--- config.mk ---
export PLATFORM = sky130hd
export DESIGN_NAME = mips32_mem_arbiter
export DESIGN_NICKNAME = d
export VERILOG_FILES = /design/src/rtl/mips32_pkg.sv /design/src/rtl/mips32_arb_prio.sv /design/src/rtl/mips32_mem_arbiter.sv
export SDC_FILE = /design/constraint.sdc
export NUM_CORES = 1
export LEC_CHECK = 0
export CAP_MARGIN = 0
export CORE_AREA = 2 2 80 82
export DETAILED_ROUTE_END_ITERATION = 8
export DIE_AREA = 0 0 82 84
export PLACE_DENSITY = 0.77
export REMOVE_ABC_BUFFERS = 1
export SYNTH_ARGS = -nofsm -noshare
export SYNTH_HDL_FRONTEND = slang
export SYNTH_HIERARCHICAL = 1
export SYNTH_SLANG_ARGS = --single-unit
--- constraint.sdc ---
create_clock -name clk -period 3.7 [get_ports clk]
set_input_delay 0.37 -clock clk [delete_from_list [all_inputs] [get_ports clk]]
set_output_delay 0.37 -clock clk [all_outputs]
set_load 0.005 [all_outputs]
--- src/rtl/mips32_pkg.sv ---
// Shared codes for the MIPS32 memory arbiter: FSM states, transaction owner, default widths.
package mips32_pkg;
  localparam int AW_DEF = 10;
  localparam int DW_DEF = 32;

  typedef enum logic {ARB_IDLE = 1'b0, ARB_RD_WAIT = 1'b1} arb_state_e;
  typedef enum logic {OWN_IF = 1'b0, OWN_DM = 1'b1} arb_owner_e;
endpackage

--- src/rtl/mips32_arb_prio.sv ---
// DM-priority winner select with a saturating streak counter that hands IF
// one grant after MAX_DM_STREAK consecutive DM grants while IF waits.
module mips32_arb_prio
  import mips32_pkg::*;
#(
  parameter int MAX_DM_STREAK = 4,
  localparam int SW = $clog2(MAX_DM_STREAK + 1)
) (
  input  logic          clk,
  input  logic          rst_n,
  input  logic          dm_req,
  input  logic          if_vld,
  input  logic          accept,
  output arb_owner_e    winner,
  output logic [SW-1:0] streak
);
  logic streak_full;

  assign streak_full = (streak == SW'(MAX_DM_STREAK));
  assign winner      = (dm_req && !(if_vld && streak_full)) ? OWN_DM : OWN_IF;

  always_ff @(posedge clk or negedge rst_n) begin
    if (!rst_n)                                  streak <= '0;
    else if (!if_vld)                            streak <= '0;
    else if (accept && winner == OWN_IF)         streak <= '0;
    else if (accept && winner == OWN_DM && !streak_full) streak <= streak + 1'b1;
  end
endmodule

--- src/rtl/mips32_mem_arbiter.sv ---
// Single-outstanding arbiter between IF fetch and MEM-stage data ports onto one memory.
// Define MEM_ARB_STATS_EN to add stat_conflicts / stat_if_stall counters.
module mips32_mem_arbiter
  import mips32_pkg::*;
#(
  parameter int AW            = AW_DEF,
  parameter int DW            = DW_DEF,
  parameter int MAX_DM_STREAK = 4
) (
  input  logic          clk,
  input  logic          rst_n,
  input  logic          halted,
  input  logic          if_req,
  input  logic [AW-1:0] if_addr,
  input  logic          if_flush,
  output logic          if_gnt,
  output logic          if_rvalid,
  output logic [DW-1:0] if_rdata,
  input  logic          dm_req,
  input  logic          dm_we,
  input  logic [AW-1:0] dm_addr,
  input  logic [DW-1:0] dm_wdata,
  output logic          dm_gnt,
  output logic          dm_rvalid,
  output logic [DW-1:0] dm_rdata,
  output logic          mem_req,
  output logic          mem_we,
  output logic [AW-1:0] mem_addr,
  output logic [DW-1:0] mem_wdata,
  input  logic          mem_ready,
  input  logic          mem_rvalid,
  input  logic [DW-1:0] mem_rdata
`ifdef MEM_ARB_STATS_EN
  ,
  output logic [31:0]   stat_conflicts,
  output logic [31:0]   stat_if_stall
`endif
);
  arb_state_e state, state_nxt;
  arb_owner_e owner, owner_nxt, winner;
  logic       drop, drop_nxt;
  logic       if_vld, idle, accept, sel_dm, rd_done;
  logic [$clog2(MAX_DM_STREAK+1)-1:0] streak;

  assign if_vld = if_req & ~halted;
  assign idle   = (state == ARB_IDLE);
  assign sel_dm = (winner == OWN_DM);

  mips32_arb_prio #(.MAX_DM_STREAK(MAX_DM_STREAK)) u_prio (
    .clk    (clk),
    .rst_n  (rst_n),
    .dm_req (dm_req),
    .if_vld (if_vld),
    .accept (accept),
    .winner (winner),
    .streak (streak)
  );

  // Outputs are gated by rst_n so everything reads 0 while reset is held,
  // even if the pipeline keeps its requests asserted.
  assign mem_req   = rst_n & idle & (dm_req | if_vld);
  assign accept    = mem_req & mem_ready;
  assign mem_we    = mem_req & sel_dm & dm_we;
  assign mem_addr  = mem_req ? (sel_dm ? dm_addr : if_addr) : '0;
  assign mem_wdata = (mem_req & sel_dm) ? dm_wdata : '0;
  assign dm_gnt    = accept & sel_dm;
  assign if_gnt    = accept & ~sel_dm;

  // A flush arriving with the response itself must still suppress it.
  assign rd_done   = rst_n & (state == ARB_RD_WAIT) & mem_rvalid;
  assign if_rvalid = rd_done & (owner == OWN_IF) & ~drop & ~if_flush;
  assign dm_rvalid = rd_done & (owner == OWN_DM);
  assign if_rdata  = if_rvalid ? mem_rdata : '0;
  assign dm_rdata  = dm_rvalid ? mem_rdata : '0;

  always_ff @(posedge clk or negedge rst_n) begin
    if (!rst_n) begin
      state <= ARB_IDLE;
      owner <= OWN_IF;
      drop  <= 1'b0;
    end else begin
      state <= state_nxt;
      owner <= owner_nxt;
      drop  <= drop_nxt;
    end
  end

  always_comb begin
    state_nxt = state;
    owner_nxt = owner;
    drop_nxt  = drop;
    case (state)
      ARB_IDLE: begin
        if (accept) begin
          owner_nxt = winner;
          if (!(sel_dm && dm_we)) state_nxt = ARB_RD_WAIT;
          if (!sel_dm && if_flush) drop_nxt = 1'b1;
        end
      end
      ARB_RD_WAIT: begin
        if (owner == OWN_IF && if_flush) drop_nxt = 1'b1;
        if (mem_rvalid) begin
          state_nxt = ARB_IDLE;
          drop_nxt  = 1'b0;
        end
      end
      default: state_nxt = ARB_IDLE;
    endcase
  end

`ifdef MEM_ARB_STATS_EN
  always_ff @(posedge clk or negedge rst_n) begin
    if (!rst_n) begin
      stat_conflicts <= '0;
      stat_if_stall  <= '0;
    end else begin
      if (idle && dm_req && if_vld) stat_conflicts <= stat_conflicts + 32'd1;
      if (if_vld && !if_gnt)        stat_if_stall  <= stat_if_stall + 32'd1;
    end
  end
`endif
endmodule

Word level (Yosys, flattened, before mapping):

Cells that the tools add are included.

* $add $sub $neg: 1
* equal/unequal tests: 5
* mux-type cells: 18
* bitwise operators: 21
* reductions and logical operators: 13

Operators by type and width (number)
* $mux 32: 3
* $mux 10: 2
* $and 1x1->1: 14
* $mux 3: 3
* $logic_and 1x1->1: 8
* $mux 1: 8
* $not 1->1: 6
* $ne 2x1->1 const B: 2
* $pmux 1 s2: 2
* $add 3x1->3 const B: 1
* $eq 3x3->1 const B: 1
* $logic_not 1->1: 3
* $ne 3x1->1 const B: 1
* $ne 3x2->1 const B: 1
* $reduce_and 3->1: 1
* $reduce_and 2->1: 1
* $or 1x1->1: 1

* flip-flop bits (word level): 6
* input bits: 93
* output and inout port bits: 112
* word-level logic and storage cells: 62

Depth between registers and ports, before layout:

* word-level depth: 11
* gate-level depth with buffers: 7
* gate-level depth less buffers: 7

Hierarchy:

Netlist, hierarchy kept.

Modules (own cells, without submodules)
* mips32_mem_arbiter: instances 1, cells an instance 157, area an instance 1041.0 um2, seq. area each 75.1 um2
* mips32_arb_prio: instances 1, cells an instance 21, area an instance 193.9 um2, seq. area each 75.1 um2

Worst setup path before layout:

OpenSTA, ideal clock, no wires.

* path type: register to output
* from: register u_prio.streak[0]
* to: output port mem_wdata[10]
* data arrival time: 1.518 ns
* required time: 3.330 ns
* slack: 1.812 ns
* stages on the path, launching flop included: 8
* path buffers: 1
* cells stage by stage: dfrtp_1 -> inv_1 -> ha_1 -> a31oi_1 -> inv_1 -> a211oi_2 -> buf_2 -> and2_1

* word-level cells in the longest chain between the ends: 7

RTL lines
* start, declared: line mips32_arb_prio.sv:15 `output logic [SW-1:0] streak`
* start signal, assigned: line mips32_arb_prio.sv:26 `else if (accept && winner == OWN_DM && !streak_full) streak <= streak + 1'b1;`
* $eq 3x3->1: line mips32_arb_prio.sv:19 `assign streak_full = (streak == SW'(MAX_DM_STREAK));`
* $logic_and 1x1->1: line mips32_arb_prio.sv:20 `assign winner = (dm_req && !(if_vld && streak_full)) ? OWN_DM : OWN_IF;`
* $logic_not 1->1: line mips32_arb_prio.sv:20
* $logic_and 1x1->1: line mips32_arb_prio.sv:20
* $mux 1: line mips32_arb_prio.sv:20
* net sel_dm: line mips32_mem_arbiter.sv:42 `logic if_vld, idle, accept, sel_dm, rd_done;`
* $and 1x1->1: line mips32_mem_arbiter.sv:65 `assign mem_wdata = (mem_req & sel_dm) ? dm_wdata : '0;`
* $mux 32: line mips32_mem_arbiter.sv:65
* end, declared: line mips32_mem_arbiter.sv:29 `output logic [DW-1:0] mem_wdata,`

The timed path passes the listed nets, and every way through them passes these cells.

Worst setup path after layout:

* from: input port halted
* to: output port mem_wdata[27]

* word-level cells in the longest chain between the ends: 8
* elaborated cells on any way between the ends: 10
* classes of those cells: 2 x mux; 5 x bitwise; 3 x reduce/logical

RTL lines
* start, declared: line mips32_mem_arbiter.sv:12 `input logic halted,`
* $not 1->1: line mips32_mem_arbiter.sv:45 `assign if_vld = if_req & ~halted;`
* $and 1x1->1: line mips32_mem_arbiter.sv:45
* net if_vld: line mips32_mem_arbiter.sv:42
* $logic_and 1x1->1: line mips32_arb_prio.sv:20
* $logic_not 1->1: line mips32_arb_prio.sv:20
* $logic_and 1x1->1: line mips32_arb_prio.sv:20
* $mux 1: line mips32_arb_prio.sv:20
* net sel_dm: line mips32_mem_arbiter.sv:42
* $and 1x1->1: line mips32_mem_arbiter.sv:65
* $mux 32: line mips32_mem_arbiter.sv:65

The timed path passes the listed nets, and every way through them passes these cells.

==> results.sh <==
export IMPL_fin_cells=457
export IMPL_p_sw_mw=0.100
export IMPL_start_util_pct=20.3
export IMPL_first_global_vias=1733
export IMPL_clockRootBuffer="clkbuf_8"
export IMPL_placementRows=29
export IMPL_cp_required_ns=3.33
export IMPL_critPathArrivalTime_ns=2.57
export IMPL_layout_commonest_cell="clkdlybuf4s50_1"
export IMPL_hpwl_um=5500
export IMPL_routed_wl_um=6280
export IMPL_clockBufferDepth=2
export IMPL_pwr_share_clk_pct=24.3
export IMPL_fin_skew_ns=0.00322
export IMPL_ir_drop_v=0.0000994
export IMPL_place_congestion=0.850
export IMPL_startpoint_type="input pin"
export IMPL_crit_family="buffers and inverters"
export IMPL_drive_above_1_share_pct=3.43
export IMPL_layout_area_seq_um2=150
export IMPL_yosysTopAreaCell="and2_1"
export IMPL_drv_slew=0
export IMPL_grt_overflow_total=0
export IMPL_synth_area_leaders="and2_1 (49%), dfrtp_1 (12%), mux2i_1 (8.1%)"
export IMPL_io_pins=205
export IMPL_route_detailed_vias_per_inst=4.18
export IMPL_dp_cells=453
export IMPL_cts_made_buffers=3
export IMPL_multi_input_area_um2=985
export IMPL_power_mw=0.400
export IMPL_worstReg2RegStart="u_prio/streak[0]$_DFFE_PN0P_"
export IMPL_wl_met2_um=3220
export IMPL_routedWlPerCell_um=13.7
export IMPL_crit_chain="clkdlybuf4s50_1, nand2b_1, inv_1, a31oi_1, inv_1, a211oi_2, buf_4, and2_1, clkdlybuf4s50_1"
export IMPL_finalCritPeriodShare_pct=79.4
export IMPL_grt_first_pass_wirelength_um=9070
export IMPL_layout_common_cells="clkdlybuf4s50_1 (204), and2_1 (96), nor2_1 (14), inv_1 (10), mux2i_1 (10)"
export IMPL_rrSetupSlack_ns=1.99
export IMPL_yosysSeqAreaShare_pct=12.2
export IMPL_port_buffers=204
export IMPL_rr_endpoint="owner$_DFFE_PN0P_"
export IMPL_fin_tns_setup_ns=0
export IMPL_areaGrowthSynthToFinish_pct=175
export IMPL_dr_pass1_iters=4
export IMPL_clk_pin_slew_ns=0.04
export IMPL_path_buf_inv=5
export IMPL_power_density_nw_per_um2=118
export IMPL_syn_inst=178
export IMPL_synth_top_cell_area_share_pct=48.6
export IMPL_yosysUniqueCellTypes=30
export IMPL_fp_coreArea_um2=6100
export IMPL_grt_max_degree=34
export IMPL_seqPwrFrac_pct=19.9
export IMPL_worstSetupPathType="in -> out"
export IMPL_drv_cap=0
export IMPL_cp_max_fo=33
export IMPL_final_cell_area_um2=3400
export IMPL_syn_area_per_cell_um2=6.94
export IMPL_ctsResizeCount=0
export IMPL_drt_iter0_markers=32
export IMPL_slowest_delay_ns=0.51
export IMPL_hold_ws_ns=0.510
export IMPL_wl_met3_um=888
export IMPL_worstHoldPathType="in -> async"
export IMPL_nets=476
export IMPL_antenna_found_initial=2
export IMPL_comb_power_share_pct=55.8
export IMPL_power_leakage_nw=1.36
export IMPL_drc=0
export IMPL_cts_tree="yes"
export IMPL_period_minus_slack_ns=2.94
export IMPL_ant_nets=0
export IMPL_max_freq_mhz=341
export IMPL_vias=1909
export IMPL_ff2ff_path_depth=7
export IMPL_internal_power_mw=0.300
export IMPL_tightest_slew_ns=0.411
export IMPL_synth_seq_cells=6
export IMPL_htree_levels=1
export IMPL_fillers=568
export IMPL_slew_headroom_pct=72.4
export IMPL_fp_dieW_um=82
export IMPL_met1_length_um=2040
export IMPL_top_layer_used="met4"
export IMPL_die_area_um2=6890
export IMPL_worst_slack_ns=0.764
export IMPL_grt_usage_pct=17.2
export IMPL_clock_latency_ns=0.22
export IMPL_outcome="completed"
export IMPL_cts_hold_fix_buffers=0
export IMPL_endpoint_kind="primary output"
export IMPL_slowest_stage="clkdlybuf4s50_1"
export IMPL_cts_setup_buffers=0
export IMPL_cts_sinks=6
export IMPL_switching_share_pct=25.0
export IMPL_postLayoutCoreUtil_pct=55.8
export IMPL_die_h_um=84
export IMPL_place_area_um2=3360
export IMPL_syn_cell_area_um2=1230
export IMPL_ys_warn_count=6
export IMPL_dp_worst_setup_slack_ns=0.758
export IMPL_setup_violations_final=0
export IMPL_hold_viol_final=0
export IMPL_rsz0062_at_grt="false"
state kept, by name, summed over array words and instances (netlist names):
register       flops
drop               1
owner              1
state              1
u_prio/streak      3
how the worst max path moves through the flow:
stage / cells after the start / start / slack, ns / endpoint
final: 9 / halted / 0.76 / mem_wdata[27]
after global routing: 9 / halted / 0.50 / mem_wdata[16]
after CTS: 9 / halted / 0.73 / mem_wdata[27]
after detailed placement: 9 / halted / 0.76 / mem_wdata[27]
after global placement: 9 / halted / 0.82 / mem_wdata[19]
after floorplan: 6 / halted / 0.60 / mem_wdata[0]
final cells by class:
cell class | instances | area share, %
antenna | 1 | 0.0736
inverter | 12 | 1.32
tap | 77 | 2.83
multi-input combinational | 149 | 29.0
timing repair buffer | 209 | 61.2
sequential | 6 | 4.42
clock buffer | 3 | 1.21
power groups by stage:
stage | registers (mW) | clock network (mW) | logic, mW
final | 0.0797 | 0.0973 | 0.223
after global routing | 0.0812 | 0.103 | 0.242
after CTS | 0.0798 | 0.0981 | 0.226
after detailed placement | 0.0806 | 0 | 0.224
after global placement | 0.0805 | 0 | 0.222
after floorplan | 0.0792 | 0 | 0.0565
per-layer routing:
layer | up-vias | global-route usage, %
met3 | 10 | 7.79
li1 | 963 | -
met5 | - | 0
met4 | 0 | 6.52
met2 | 141 | 31.9
met1 | 795 | 15.9
cells by family (layout without fill, tap and decap cells):
family	after synthesis	in the layout	synth area share, %
AND/OR/NAND/NOR	124	124	61.6
AO/OA/AOI/OAI	13	13	8.00
flip-flops	6	6	12.2
adder cells (fa/ha/maj)	2	2	2.03
other	0	1	0
multiplexers	10	10	8.11
buffers and inverters	23	224	8.10
synth_stat cells (all sizes together):
| cell type | count |
|---|---|
| a221oi | 1 |
| o211ai | 1 |
| mux2i | 10 |
| nand2b | 2 |
| nand3 | 1 |
| a21o | 1 |
| a211oi | 1 |
| a32o | 1 |
| a31oi | 1 |
| nor2 | 14 |
| nand4 | 2 |
| dfrtp | 6 |
| and2 | 96 |
| clkinv | 1 |
| nand4b | 1 |
| buf | 11 |
| inv | 11 |
| nor3b | 1 |
| nor4 | 1 |
| and3b | 1 |
| a22o | 1 |
| ha | 2 |
| nand2 | 5 |
| a21boi | 3 |
| o21ai | 2 |
| a21oi | 1 |
worst register-to-register path, stage by stage, from the launching register on:
cell	delay (ns)
dfrtp_1	0.37
inv_1	0.07
ha_1	0.24
a31oi_1	0.23
inv_1	0.11
a211oi_2	0.17
buf_4	0.28
a22o_1	0.17
Note: power is estimated with default switching activity, not from simulation.
